**src/rtl/sprite_palette_bank_if.sv**
```systemverilog
// sprite_palette_bank_if
//   Bundles the palette-write port, the pixel lookup port and the status
//   outputs of sprite_palette_bank.
//   master : sprite loader / pixel pipeline side (drives requests)
//   slave  : palette bank side (returns lookup results and busy)
//   Signals:
//     wr_en, wr_pal, wr_index, wr_color   palette entry write
//     rd_valid_in, rd_pal, rd_index       lookup request
//     rd_valid_out, red, green, blue,     lookup result
//     transparent
//     busy                                clear sequence in progress
interface sprite_palette_bank_if #(
  parameter int PAL_W   = 2,
  parameter int INDEX_W = 4
);
  logic               wr_en;
  logic [PAL_W-1:0]   wr_pal;
  logic [INDEX_W-1:0] wr_index;
  logic [11:0]        wr_color;
  logic               rd_valid_in;
  logic [PAL_W-1:0]   rd_pal;
  logic [INDEX_W-1:0] rd_index;
  logic               rd_valid_out;
  logic [3:0]         red;
  logic [3:0]         green;
  logic [3:0]         blue;
  logic               transparent;
  logic               busy;

  modport master (
    output wr_en, wr_pal, wr_index, wr_color,
    output rd_valid_in, rd_pal, rd_index,
    input  rd_valid_out, red, green, blue, transparent, busy
  );

  modport slave (
    input  wr_en, wr_pal, wr_index, wr_color,
    input  rd_valid_in, rd_pal, rd_index,
    output rd_valid_out, red, green, blue, transparent, busy
  );
endinterface

```
**src/rtl/sprite_palette_bank.sv**
```systemverilog
// sprite_palette_bank
//   Runtime-loadable multi-palette colour lookup for sprite rendering.
//   NUM_PALETTES palettes of 2^INDEX_W entries of 12-bit {R,G,B}.
//   After reset every entry is overwritten with CLEAR_COLOR before the
//   block accepts writes or lookups. Lookups have a fixed 2-register
//   latency with full throughput and a transparency flag.
//   Ports:
//     Clk    system clock
//     Reset  synchronous, active-high reset
//     bus    sprite_palette_bank_if.slave (write port, lookup port, busy)
//
//   state | meaning
//   ------+---------------------------------------------------------------
//   CLEAR | writing CLEAR_COLOR to one entry per cycle; traffic ignored
//   RUN   | normal operation; writes and lookups accepted until Reset
module sprite_palette_bank #(
  parameter int          INDEX_W           = 4,
  parameter int          NUM_PALETTES      = 4,
  parameter int          PAL_W             = 2,
  parameter logic [11:0] CLEAR_COLOR       = 12'h000,
  parameter int          TRANSPARENT_INDEX = 0,
  parameter bit          TRANSPARENT_EN    = 1'b1
) (
  input logic                  Clk,
  input logic                  Reset,
  sprite_palette_bank_if.slave bus
);

  localparam int ENTRIES = 1 << INDEX_W;
  localparam int TOTAL   = NUM_PALETTES * ENTRIES;
  localparam int ADDR_W  = PAL_W + INDEX_W;

  // One bit wider than PAL_W so NUM_PALETTES == 2^PAL_W is representable.
  localparam logic [PAL_W:0]   NUM_PAL_L = (PAL_W+1)'(NUM_PALETTES);
  localparam logic [ADDR_W-1:0] LAST_CNT = ADDR_W'(TOTAL - 1);
  localparam logic [INDEX_W-1:0] T_IDX   = INDEX_W'(TRANSPARENT_INDEX);

  typedef enum logic {CLEAR, RUN} state_t;

  state_t              state_q, state_d;
  logic [ADDR_W-1:0]   clr_cnt_q;
  logic                clr_we;
  logic                clr_last;

  logic [11:0]         mem [TOTAL];

  logic                wr_pal_ok, rd_pal_ok;
  logic                usr_we;
  logic [ADDR_W-1:0]   wr_addr, rd_addr;
  logic                rd_hit;
  logic [11:0]         rd_color_d;
  logic                rd_transp_d;

  logic                s1_valid_q;
  logic [11:0]         s1_color_q;
  logic                s1_transp_q;
  logic                out_valid_q;
  logic [11:0]         out_color_q;
  logic                out_transp_q;

  // The flat counter {palette, index} only ever reaches TOTAL-1, so with a
  // non-power-of-two palette count the unused palette codes are never touched.
  assign clr_last = (clr_cnt_q == LAST_CNT);

  always_ff @(posedge Clk) begin
    if (Reset) state_q <= CLEAR;
    else       state_q <= state_d;
  end

  always_comb begin
    state_d = state_q;
    clr_we  = 1'b0;
    case (state_q)
      CLEAR: begin
        clr_we = 1'b1;
        if (clr_last) state_d = RUN;
      end
      RUN:     state_d = RUN;
      default: state_d = CLEAR;
    endcase
  end

  always_ff @(posedge Clk) begin
    if (Reset)                                 clr_cnt_q <= '0;
    else if (state_q == CLEAR && !clr_last)    clr_cnt_q <= clr_cnt_q + 1'b1;
  end

  assign wr_pal_ok = ({1'b0, bus.wr_pal} < NUM_PAL_L);
  assign rd_pal_ok = ({1'b0, bus.rd_pal} < NUM_PAL_L);
  assign wr_addr   = {bus.wr_pal, bus.wr_index};
  assign rd_addr   = {bus.rd_pal, bus.rd_index};
  assign usr_we    = (state_q == RUN) && bus.wr_en && wr_pal_ok;

  always_ff @(posedge Clk) begin
    if (!Reset) begin
      if (clr_we)      mem[clr_cnt_q] <= CLEAR_COLOR;
      else if (usr_we) mem[wr_addr]   <= bus.wr_color;
    end
  end

  // Same-cycle write to the entry being looked up is forwarded (write-first).
  assign rd_hit = usr_we && (wr_addr == rd_addr);

  always_comb begin
    rd_color_d = 12'h000;
    if (rd_pal_ok) begin
      if (rd_hit) rd_color_d = bus.wr_color;
      else        rd_color_d = mem[rd_addr];
    end
  end

  assign rd_transp_d = !rd_pal_ok || (TRANSPARENT_EN && (bus.rd_index == T_IDX));

  always_ff @(posedge Clk) begin
    if (Reset) begin
      s1_valid_q  <= 1'b0;
      s1_color_q  <= 12'h000;
      s1_transp_q <= 1'b0;
    end else begin
      s1_valid_q <= (state_q == RUN) && bus.rd_valid_in;
      if ((state_q == RUN) && bus.rd_valid_in) begin
        s1_color_q  <= rd_color_d;
        s1_transp_q <= rd_transp_d;
      end
    end
  end

  // Outputs hold their last result while no lookup completes.
  always_ff @(posedge Clk) begin
    if (Reset) begin
      out_valid_q  <= 1'b0;
      out_color_q  <= 12'h000;
      out_transp_q <= 1'b0;
    end else begin
      out_valid_q <= s1_valid_q;
      if (s1_valid_q) begin
        out_color_q  <= s1_color_q;
        out_transp_q <= s1_transp_q;
      end
    end
  end

  assign bus.rd_valid_out = out_valid_q;
  assign bus.red          = out_color_q[11:8];
  assign bus.green        = out_color_q[7:4];
  assign bus.blue         = out_color_q[3:0];
  assign bus.transparent  = out_transp_q;
  assign bus.busy         = (state_q == CLEAR);

endmodule

```
**src/flat_wrapper.sv**
```systemverilog
// flat-port wrapper written by rule: the top's interface ports become plain ports
module sprite_palette_bank_flat 
#(
  parameter int          INDEX_W           = 4,
  parameter int          NUM_PALETTES      = 4,
  parameter int          PAL_W             = 2,
  parameter logic [11:0] CLEAR_COLOR       = 12'h000,
  parameter int          TRANSPARENT_INDEX = 0,
  parameter bit          TRANSPARENT_EN    = 1'b1
)
  (Clk, Reset, bus_wr_en, bus_wr_pal, bus_wr_index, bus_wr_color, bus_rd_valid_in, bus_rd_pal, bus_rd_index, bus_rd_valid_out, bus_red, bus_green, bus_blue, bus_transparent, bus_busy);
  sprite_palette_bank_if #(.PAL_W(PAL_W), .INDEX_W(INDEX_W)) bus_i ();
  input logic Clk;
  input logic Reset;
  input wire logic [$bits(bus_i.wr_en)-1:0] bus_wr_en;
  input wire logic [$bits(bus_i.wr_pal)-1:0] bus_wr_pal;
  input wire logic [$bits(bus_i.wr_index)-1:0] bus_wr_index;
  input wire logic [$bits(bus_i.wr_color)-1:0] bus_wr_color;
  input wire logic [$bits(bus_i.rd_valid_in)-1:0] bus_rd_valid_in;
  input wire logic [$bits(bus_i.rd_pal)-1:0] bus_rd_pal;
  input wire logic [$bits(bus_i.rd_index)-1:0] bus_rd_index;
  output wire logic [$bits(bus_i.rd_valid_out)-1:0] bus_rd_valid_out;
  output wire logic [$bits(bus_i.red)-1:0] bus_red;
  output wire logic [$bits(bus_i.green)-1:0] bus_green;
  output wire logic [$bits(bus_i.blue)-1:0] bus_blue;
  output wire logic [$bits(bus_i.transparent)-1:0] bus_transparent;
  output wire logic [$bits(bus_i.busy)-1:0] bus_busy;
  assign bus_i.wr_en = bus_wr_en;
  assign bus_i.wr_pal = bus_wr_pal;
  assign bus_i.wr_index = bus_wr_index;
  assign bus_i.wr_color = bus_wr_color;
  assign bus_i.rd_valid_in = bus_rd_valid_in;
  assign bus_i.rd_pal = bus_rd_pal;
  assign bus_i.rd_index = bus_rd_index;
  assign bus_rd_valid_out = bus_i.rd_valid_out;
  assign bus_red = bus_i.red;
  assign bus_green = bus_i.green;
  assign bus_blue = bus_i.blue;
  assign bus_transparent = bus_i.transparent;
  assign bus_busy = bus_i.busy;
  sprite_palette_bank #(.INDEX_W(INDEX_W), .NUM_PALETTES(NUM_PALETTES), .PAL_W(PAL_W), .CLEAR_COLOR(CLEAR_COLOR), .TRANSPARENT_INDEX(TRANSPARENT_INDEX), .TRANSPARENT_EN(TRANSPARENT_EN)) u_core (.Clk(Clk), .Reset(Reset), .bus(bus_i));
endmodule
```
**config.mk**
```make
export PLATFORM = sky130hd
export DESIGN_NAME = sprite_palette_bank_flat
export DESIGN_NICKNAME = d
export VERILOG_FILES = /design/src/rtl/sprite_palette_bank_if.sv /design/src/rtl/sprite_palette_bank.sv /design/src/flat_wrapper.sv
export SDC_FILE = /design/constraint.sdc
export NUM_CORES = 1
export LEC_CHECK = 0
export ABC_CLOCK_PERIOD_IN_PS = 3100
export CAP_MARGIN = 10
export CORE_UTILIZATION = 62
export CTS_CLUSTER_SIZE = 14
export DETAILED_ROUTE_END_ITERATION = 12
export HOLD_SLACK_MARGIN = 0.08
export PLACE_DENSITY = 0.84
export SYNTH_ARGS = -nofsm -noshare
export SYNTH_HDL_FRONTEND = slang
export SYNTH_SLANG_ARGS = --single-unit
export TNS_END_PERCENT = 5
```
**constraint.sdc**
```tcl
create_clock -name Clk -period 3.1 [get_ports Clk]
set_input_delay 0.465 -clock Clk [delete_from_list [all_inputs] [get_ports Clk]]
set_output_delay 0.465 -clock Clk [all_outputs]
set_load 0.005 [all_outputs]
```
==> results.md <==
* Fin. Hold Viols at 0
* DP Wirelength at just over 50 mm
* Final setup viols at 0
* Hold path cells at 2
* GR Layer Usage met1 at 0.440
* Fin crit share at 0.911
* Pwr Density at 586 nW/um^2
* All-layer global routing usage at 0.319
* Starting Density at 0.632
* Hold EP: u_core.out_color_q[3]$_SDFFE_PP0P_
* Filler Cell Count at between 2,000 and 3,000
* DR DRC count at 0
* Minimum clock period at roughly 2.8 ns
* Largest family of logic cells by synthesized area: multiplexers
* Core Footprint at slightly above 50,000 sq um
* Total CTS buffers at 75
* Root buffer cell: clkbuf_16
* # port buffers at 42
* Iter 0 DRT Violations at 3,345
* Netlist cell types at between 50 and 60
* Final Skew at about 0.027 ns
* Setup TNS at 0 ns
* Grt ovf at 0
* Layout net count at approximately 2,000
* Total Power at around 22,000 uW
* Crit path capture type: flop
* Synth-to-Final Area Change at 15.5%
* Clock slew at reported path FFs at ~0.06 ns
* FFs w/ async S/R, synth at 0
* Gpl congestion at about 1.0
* Max clock buf depth at 3
* Synth Area in Simple Gates at 0.0368
* CTS sink count at 803
* Slew @ Worst Pin at 0.951 ns
* Max Cap Violations at 0
* Initial antenna violation count at 1
* Adder-Cell Fraction of Synth Area at 0.000392
* Leakage power total at about 0.013 uW
* Die width at 229 microns
* Layout cell share with drive strength beyond 1 at 0.238
* Vias at around 18,000
* TritonCTS clock tree: done
* Multi-input logic area at approximately 7600 sq um
* Post-CTS Setup Repair Bufs at 0
* Largest net degree at the start of global routing at 49
* Syn Inst Count at roughly 1,700
* Multiplexer share of the synthesized area at 0.154
* H-tree depth at 3
* Main synth FF type: edfxtp_1
* Routed wire length at about 82 mm
* Mean area per synthesized cell at ~18 sq um
* Fmax at approximately 350 MHz
* N_diodes at 0
* Storage cell area at ~24,000 sq um
* Top cells by area, synth: edfxtp_1 (72%), mux4_2 (8.5%), mux2i_1 (5.5%), dfxtp_1 (2.2%), mux2_2 (1.3%)
* Worst reg2reg setup slack at 0.28 ns
* Yosys warns at 0
* ANT nets after route at 0
* Hold path start: u_core.out_color_q[3]$_SDFFE_PP0P_
* Worst reg2reg path depth at 7
* Post_cts resized at 0
* Sequential share of the synthesized area at 0.744
* Worst Path Max Fanout at 11
* Max IR drop VDD at ~360 uV
* GRT Max-Usage Layer: met2
* WS Path Type: reg -> reg
* Worst Path Arrival at roughly 3.3 ns
* Number of global-route vias before repair at approximately 18,000
* Unrepaired setup endpoints after global routing: no
* DIE HEIGHT at about 230 microns
* Yosys reg bits at between 800 and 900
* Post-synth top area cell: edfxtp_1
* Status: finished clean
* Synth Area in Compound Gates at 0.0423
* Die area at between 50,000 and 60,000 sq um
* Later-pin clock latency in the skew report at a little over 0.6 ns
* Reg2reg start: u_core.state_q$_SDFF_PP0_
* Hold Slack at 0.496 ns
* Top cells by count, synth: edfxtp_1 (768), mux2i_1 (177), mux4_2 (121)
* Synth top area share at 0.722
* Count leader, synth: edfxtp_1
* Hold WC Path Type: reg -> reg
* Worst EP required at between 3 and 4 ns
* Vias per cell at a little under 7
* Worst setup SP type: flop
* Met2 global-route usage at 0.499
* Syn Std Cell Area at 31,900 sq um
* EDFF count, synth at around 770
* DR pass1 iterations at 6
* Worst r2r dst: u_core.s1_color_q[10]$_SDFFE_PP0P_
* First-pass GRT wire length at about 120 mm
* Wire per inst at between 30 and 40 microns
* Num ports at 43
* Final Max Slew Viols at 0
* Syn_nets at about 1,800
* Max_slew headroom at 0.365
* Cts hold-fix bufs at 0
* FP Rows at between 80 and 90
* Met3 GRT Util at 0.0601
* XOR/XNOR share of the synthesized area at 0.00329
[report_power, final]
group / leakage (uW) / switching, uW / internal [uW]
sequential: 0.00827 / 18.6 / 11700
clock: 0.00114 / 3800 / 5050
combinational: 0.00395 / 593 / 416
[cell type report]
class,instances,area share
sequential,803,0.644
multi-input combinational,816,0.206
timing repair buffer,231,0.0627
clock buffer,99,0.0565
tap,672,0.0228
clock inverter,34,0.00699
inverter,4,0.000407
[stage by stage]
| stage | util | setup slack [ns] | cell area [sq um] | std cells |
|---|---|---|---|---|
| floorplan | - | 0.502 | 31900 | 1727 |
| detailed placement | 0.684 | -0.0709 | 34500 | 2526 |
| global route | 0.731 | 0.199 | 36900 | 2659 |
| global placement | 0.684 | 0.0160 | 34500 | 2526 |
| finish | 0.731 | 0.276 | 36900 | 2659 |
| CTS | 0.731 | 0.400 | 36900 | 2659 |
[state kept, by name, summed over array words and instances, names as in the netlist]
signal,cells
u_core.bus.rd_valid_out,1
u_core.bus.transparent,1
u_core.clr_cnt_q,6
u_core.mem,768
u_core.out_color_q,12
u_core.s1_color_q,12
u_core.s1_transp_q,1
u_core.s1_valid_q,1
u_core.state_q,1
[worst max-delay path by stage]
stage / from / to / slack [ns]
finish: u_core.state_q$_SDFF_PP0_ / u_core.s1_color_q[10]$_SDFFE_PP0P_ / 0.28
global placement: bus_rd_index[2] / u_core.s1_color_q[10]$_SDFFE_PP0P_ / 0.02
detailed placement: bus_rd_index[2] / u_core.s1_color_q[10]$_SDFFE_PP0P_ / -0.07
floorplan: Reset / u_core.mem[16][0]$_DFFE_PP_ / 0.50
global route: u_core.state_q$_SDFF_PP0_ / u_core.s1_color_q[10]$_SDFFE_PP0P_ / 0.20
CTS: u_core.state_q$_SDFF_PP0_ / u_core.s1_color_q[10]$_SDFFE_PP0P_ / 0.40
[metal layers]
metal | wire, microns | part of all wire | up-vias
met2 | 38700 | 0.47 | 1575
met5 | 16 | 0.00020 | -
li1 | - | - | 7336
met1 | 29200 | 0.36 | 9252
met3 | 10100 | 0.12 | 282
met4 | 3980 | 0.049 | 2
[kinds of logic (layout without fill, tap and decap cells)]
logic type | Yosys count | after routing
DFF | 803 | 803
muxes | 336 | 336
and+or+nand+nor | 270 | 270
AOI/OAI and AO/OA | 197 | 197
buffers and inverters | 108 | 368
xor gates and xnor gates | 12 | 12
adders and majority gates | 1 | 1
[cell usage in the layout (no fill, tap or decap), types with 27 or more instances in the layout]
cell type,count
a31oi_1,27
buf_12,38
buf_4,152
dfxtp_1,35
mux2i_1,177
a22oi_1,40
mux2_2,37
a21oi_1,56
mux4_2,121
clkdlybuf4s50_1,39
nand2_1,97
nor2_1,102
clkbuf_16,79
edfxtp_1,768
[worst max-delay path, stage by stage (launching register included)]
cell       delay, ns
dfxtp_1         0.50
and3b_1         0.49
mux2i_1         0.42
xnor2_1         0.18
nor2_1          0.07
buf_4           0.18
a2111oi_0       0.71
nor4_1          0.12
Power figures use the tool's default switching activity.
